===== config.mk =====
export PLATFORM = sky130hd
export DESIGN_NAME = fifo_word_unpacker_flat
export DESIGN_NICKNAME = d
export VERILOG_FILES = /design/src/rtl/fifo_word_unpacker_if.sv /design/src/rtl/fifo_word_unpacker.sv /design/src/flat_wrapper.sv
export SDC_FILE = /design/constraint.sdc
export NUM_CORES = 1
export LEC_CHECK = 0
export CORE_MARGIN = 2
export CORE_UTILIZATION = 43
export CTS_CLUSTER_DIAMETER = 120
export DETAILED_ROUTE_END_ITERATION = 6
export GPL_ROUTABILITY_DRIVEN = 0
export MAX_ROUTING_LAYER = met4
export PLACE_DENSITY = 0.76
export SLEW_MARGIN = 20
export SYNTH_ARGS = -nofsm -noshare
export SYNTH_HDL_FRONTEND = slang
export SYNTH_SLANG_ARGS = --single-unit

===== constraint.sdc =====
create_clock -name CLK -period 1.5 [get_ports CLK]
set_input_delay 0.3 -clock CLK [delete_from_list [all_inputs] [get_ports CLK]]
set_output_delay 0.3 -clock CLK [all_outputs]
set_load 0.005 [all_outputs]

===== src/rtl/fifo_word_unpacker_if.sv =====
// rtl/fifo_word_unpacker_if.sv - word dequeue side and lane enqueue side of the unpacker
interface fifo_word_unpacker_if #(
    parameter int DATA_WIDTH = 32,
    parameter int LANE_WIDTH = 8
);
    logic                  src_deq_ena;
    logic                  src_deq_rdy;
    logic [DATA_WIDTH-1:0] src_first;
    logic                  src_first_rdy;
    logic                  dst_enq_ena;
    logic [LANE_WIDTH-1:0] dst_enq_v;
    logic                  dst_enq_rdy;

    modport master (
        output src_deq_ena,
        input  src_deq_rdy,
        input  src_first,
        input  src_first_rdy,
        output dst_enq_ena,
        output dst_enq_v,
        input  dst_enq_rdy
    );

    modport slave (
        input  src_deq_ena,
        output src_deq_rdy,
        output src_first,
        output src_first_rdy,
        input  dst_enq_ena,
        input  dst_enq_v,
        output dst_enq_rdy
    );
endinterface


===== src/rtl/fifo_word_unpacker.sv =====
// rtl/fifo_word_unpacker.sv - dequeues words from a FIFO and emits them one lane per cycle
module fifo_word_unpacker #(
    parameter int DATA_WIDTH = 32,
    parameter int LANE_WIDTH = 8,
    parameter bit MSB_FIRST  = 1'b0
) (
    input  logic                  CLK,
    input  logic                  RST,
    fifo_word_unpacker_if.master  bus,
    output logic                  busy,
    output logic [15:0]           word_count
);
    localparam int NLANES    = DATA_WIDTH / LANE_WIDTH;
    localparam int LANE_BITS = (NLANES > 1) ? $clog2(NLANES) : 1;
    localparam logic [LANE_BITS-1:0] LAST_LANE = LANE_BITS'(NLANES - 1);

    logic [DATA_WIDTH-1:0] hold;
    logic [DATA_WIDTH-1:0] hold_shifted;
    logic [LANE_BITS-1:0]  lane;
    logic                  valid;
    logic                  lane_accept;
    logic                  last_accept;
    logic                  can_load;
    logic                  load;

    // A refill may coincide with the last-lane accept, so words stream without a bubble.
    always_comb begin
        lane_accept = valid & bus.dst_enq_rdy & ~RST;
        last_accept = lane_accept & (lane == LAST_LANE);
        can_load    = ~valid | last_accept;
        load        = can_load & bus.src_deq_rdy & bus.src_first_rdy & ~RST;
    end

    generate
        if (MSB_FIRST) begin : g_msb_first
            assign bus.dst_enq_v = hold[DATA_WIDTH-1 -: LANE_WIDTH];
            assign hold_shifted  = hold << LANE_WIDTH;
        end else begin : g_lsb_first
            assign bus.dst_enq_v = hold[LANE_WIDTH-1:0];
            assign hold_shifted  = hold >> LANE_WIDTH;
        end
    endgenerate

    assign bus.src_deq_ena = load;
    assign bus.dst_enq_ena = lane_accept;
    assign busy            = valid;

    always_ff @(posedge CLK) begin
        if (RST) begin
            hold       <= '0;
            lane       <= '0;
            valid      <= 1'b0;
            word_count <= '0;
        end else begin
            if (load) begin
                hold  <= bus.src_first;
                lane  <= '0;
                valid <= 1'b1;
            end else if (lane_accept) begin
                hold <= hold_shifted;
                // Lane index returns to zero explicitly so non-power-of-two lane counts work.
                lane <= last_accept ? '0 : lane + 1'b1;
                if (last_accept) begin
                    valid <= 1'b0;
                end
            end
            if (last_accept) begin
                word_count <= word_count + 16'd1;
            end
        end
    end
endmodule


===== src/flat_wrapper.sv =====
// flat-port wrapper written by rule: the top's interface ports become plain ports
module fifo_word_unpacker_flat 
#(
    parameter int DATA_WIDTH = 32,
    parameter int LANE_WIDTH = 8,
    parameter bit MSB_FIRST  = 1'b0
)
  (CLK, RST, busy, word_count, bus_src_deq_ena, bus_src_deq_rdy, bus_src_first, bus_src_first_rdy, bus_dst_enq_ena, bus_dst_enq_v, bus_dst_enq_rdy);
  fifo_word_unpacker_if #(.DATA_WIDTH(DATA_WIDTH), .LANE_WIDTH(LANE_WIDTH)) bus_i ();
  input  logic CLK;
  input  logic RST;
  output logic busy;
  output logic [15:0] word_count;
  output wire logic [$bits(bus_i.src_deq_ena)-1:0] bus_src_deq_ena;
  input wire logic [$bits(bus_i.src_deq_rdy)-1:0] bus_src_deq_rdy;
  input wire logic [$bits(bus_i.src_first)-1:0] bus_src_first;
  input wire logic [$bits(bus_i.src_first_rdy)-1:0] bus_src_first_rdy;
  output wire logic [$bits(bus_i.dst_enq_ena)-1:0] bus_dst_enq_ena;
  output wire logic [$bits(bus_i.dst_enq_v)-1:0] bus_dst_enq_v;
  input wire logic [$bits(bus_i.dst_enq_rdy)-1:0] bus_dst_enq_rdy;
  assign bus_src_deq_ena = bus_i.src_deq_ena;
  assign bus_i.src_deq_rdy = bus_src_deq_rdy;
  assign bus_i.src_first = bus_src_first;
  assign bus_i.src_first_rdy = bus_src_first_rdy;
  assign bus_dst_enq_ena = bus_i.dst_enq_ena;
  assign bus_dst_enq_v = bus_i.dst_enq_v;
  assign bus_i.dst_enq_rdy = bus_dst_enq_rdy;
  fifo_word_unpacker #(.DATA_WIDTH(DATA_WIDTH), .LANE_WIDTH(LANE_WIDTH), .MSB_FIRST(MSB_FIRST)) u_core (.CLK(CLK), .RST(RST), .bus(bus_i), .busy(busy), .word_count(word_count));
endmodule

==> flow_summary.ini <==
[clocking]
cts_buffer_depth = 2
htree_levels = 2
cts_made_buffers = 5
clkTransAtPathRegs_ns = 0.09
clk_latency_ns = 0.31
postCtsHoldBufs = 0
cts_root_buffer = clkbuf_8
cts_tree = yes
cts.sinks = 51

[setup_path]
startpoint_type = flip-flop
required_ns = 1.20
cp_max_fo = 2
path_cells = ha_4 -> a21boi_2 -> or3_4 -> inv_2 -> buf_2
slowest_stage = dfxtp_2
startpoint = u_core.lane[0]
arrival_ns = 1.38
regToRegSetupSlack_ns = -0.13
critPathMaxStageDelay_ns = 0.36
r2r_start = u_core.lane[0]
crit_type = reg -> out
crit_path_end_kind = output pin

[layout]
drive_gt1_frac = 0.321
final_nets = 390
finalInstanceArea_sq_mm = 0.00354
syn2layout_area_growth_pct = 53.7
fill_cells = 430
antennaDiodeCount = 0

[yosys]
ys_warn_count = 0
synth_nets = 303
synthCells = 264
synth.distinct_cells = 36
synth_edf_count = 0
netlist_area_sq_mm = 0.00230
avgSynthCellArea_sq_um = 8.73
ys_ff_latch = 51
ys.flop_type = dfxtp_1
async_flop_share = 0
seq_area_frac_synth = 0.443

[route]
wl_met1_microns = 2660
first_pass_iters = 4
via_per_inst = 5.31
dr_wl_met3_microns = 273
dr_wl_met2_microns = 3070
routed-via-count = 2239
dr.max_layer_used = met4
ant_nets = 0
wl_per_cell_microns = 14.5
drc = 0
first_iter_violations = 136
wl_microns = 6140

[outcome]
outcome = finished with violations
violations = setup timing

[pwr]
power.total_mw = 2.81
intPower_mw = 2.16
p_leak_nw = 1.49
p_per_area_mw_per_mm2 = 794
power_frac_clock = 0.365
p_sw_frac = 0.233
pwr-share-seq = 0.508
p_sw_mw = 0.654
pwr-share-comb = 0.127
vdd_drop_max_uv = 609

[die]
rows = 26
core-area_sq_mm = 0.00514
die_w_microns = 77.2
ios = 64
dieArea_sq_mm = 0.00596
fp.dieH_microns = 77.2
start_util = 0.448

[timing]
min_period_over_period = 1.12
timing.fmax_mhz = 597
hold_viol = 0
setup_slack_ns = -0.175
drv_slew = 0
setup_viol = 19
worstMarginPinSlew_ns = 0.512
post-route-min-period_ns = 1.68
rsz0062_at_grt = true
max_slew_margin = 0.658
clock-skew-final_ns = 0.00548

[flow_run]
maxCapViolCount = 0

[global_route]
grt_pass1_vias = 2089
gr-total-overflow = 0
grt_use_total = 0.204
grt_antenna_before_repair = 0
grt_max_degree = 29
grt_pass1_wl_microns = 9600

[hold_path]
min_from = bus_src_deq_rdy
hp-class = in -> reg

[placement]
portBuffers = 63
place_area_sq_mm = 0.00311
dpl.hpwl_microns = 3910
## through the flow
step | utilization | setup TNS [ns] | hold slack, ns | worst slack [ns] | instances
after global placement | 0.605 | -16.49 | 0.449 | -0.632 | 400
final | 0.689 | -0.814 | 0.374 | -0.175 | 422
after global routing | 0.689 | -2.98 | 0.390 | -0.222 | 422
after detailed placement | 0.605 | -18.81 | 0.457 | -0.648 | 400
after CTS | 0.645 | -0.829 | 0.368 | -0.195 | 413
after floorplan | - | 0 | 0.433 | 0.0164 | 264
## power by group through the flow
| stage | clock (mW) | combinational, mW | sequential (mW) |
|---|---|---|---|
| 3_5_place_dp | 0 | 0.319 | 1.46 |
| 4_1_cts | 1.04 | 0.320 | 1.43 |
| 6_report | 1.03 | 0.356 | 1.43 |
| 2_1_floorplan | 0 | 0.158 | 1.46 |
| 3_3_place_gp | 0 | 0.313 | 1.46 |
| 5_1_grt | 1.10 | 0.384 | 1.44 |
## synthesized netlist by cell type (all sizes together), types with 3 or more instances
library cell  instances  area (sq um)
nand2                54           203
dfxtp                51          1020
nor2                 36           135
a311oi               24           273
buf                  16           115
a21oi                 9          45.0
clkbuf                8          30.0
a22o                  7          61.3
nand3                 7          47.6
xor2                  7          61.3
nand4                 5          31.3
o21ai                 5          25.0
or3                   5          31.3
nor3                  4          20.0
and2                  3          18.8
inv                   3          11.3
## placed cells by master, fill, tap and decap left out, types with 3 or more instances in the layout
master           instances
a311oi_1                 7
a21oi_1                  7
clkdlybuf4s50_1         43
buf_4                   35
nand2_1                 54
nor2_1                  36
clkbuf_8                 6
o21ai_0                  3
buf_6                    3
dfxtp_2                 20
and2_1                   3
a22o_1                   7
dfxtp_1                 27
nand3_1                  3
dlygate4sd2_1           10
or3_4                    3
nor3_1                   3
dlymetal6s2s_1           7
a311oi_2                17
dfxtp_4                  4
xor2_1                   7
nand4_1                  5
## cell type report
type | count | area, sq um | area share
multi-input cells | 186 | 1270 | 0.359
flip-flops and latches | 51 | 1060 | 0.300
clock inverters | 2 | 38.8 | 0.0110
well taps | 70 | 87.6 | 0.0247
clock buffers | 6 | 82.6 | 0.0233
repair buffers | 104 | 987 | 0.279
inverters | 3 | 11.3 | 0.00318
## path summary, 6_finish.rpt
| kind | end | cells after the start |
|---|---|---|
| setup / recovery | bus_src_deq_ena | 5 |
| hold / removal | u_core.busy | 3 |
| setup reg to reg | u_core.word_count[14] | 6 |
| hold reg to reg | u_core.word_count[15] | 1 |
## logic make-up (layout without fill, tap and decap cells)
kind of cell               Yosys count  in the layout  synth area share
muxes                                3              3            0.0136
xor gates and xnor gates             8              8            0.0304
and+or+nand+nor                    124            124             0.246
AOI/OAI and AO/OA                   49             49             0.188
adders and majority gates            2              2            0.0109
buffers and inverters               27            115            0.0679
DFF                                 51             51             0.443
## metal layers
metal / global-route usage / vias up
li1: - / 1094
met3: 0.0435 / 14
met2: 0.335 / 60
met5: - / -
met1: 0.245 / 1071
met4: 0.0804 / 0
## sequential cells by signal (all words and copies together) (netlist names)
signal	flops
u_core.busy	1
u_core.hold	32
u_core.lane	2
u_core.word_count	16
## critical path, delay by kind of cell, from the launching register on
kind / cells / cell delay (ns)
and+or+nand+nor: 1 / 0.33
adders and majority gates: 1 / 0.14
DFF: 1 / 0.36
AOI/OAI and AO/OA: 1 / 0.06
buffers and inverters: 2 / 0.17
## timing repair
| action | in CTS | in global routing |
|---|---|---|
| pin swaps | 7 | 8 |
| setup endpoints to repair | 60 | 54 |
| resized for setup | 42 | 37 |
| cloned | 1 | 2 |
| buffers inserted | 4 | 8 |
No activity file was read; power rests on OpenSTA's default activity.
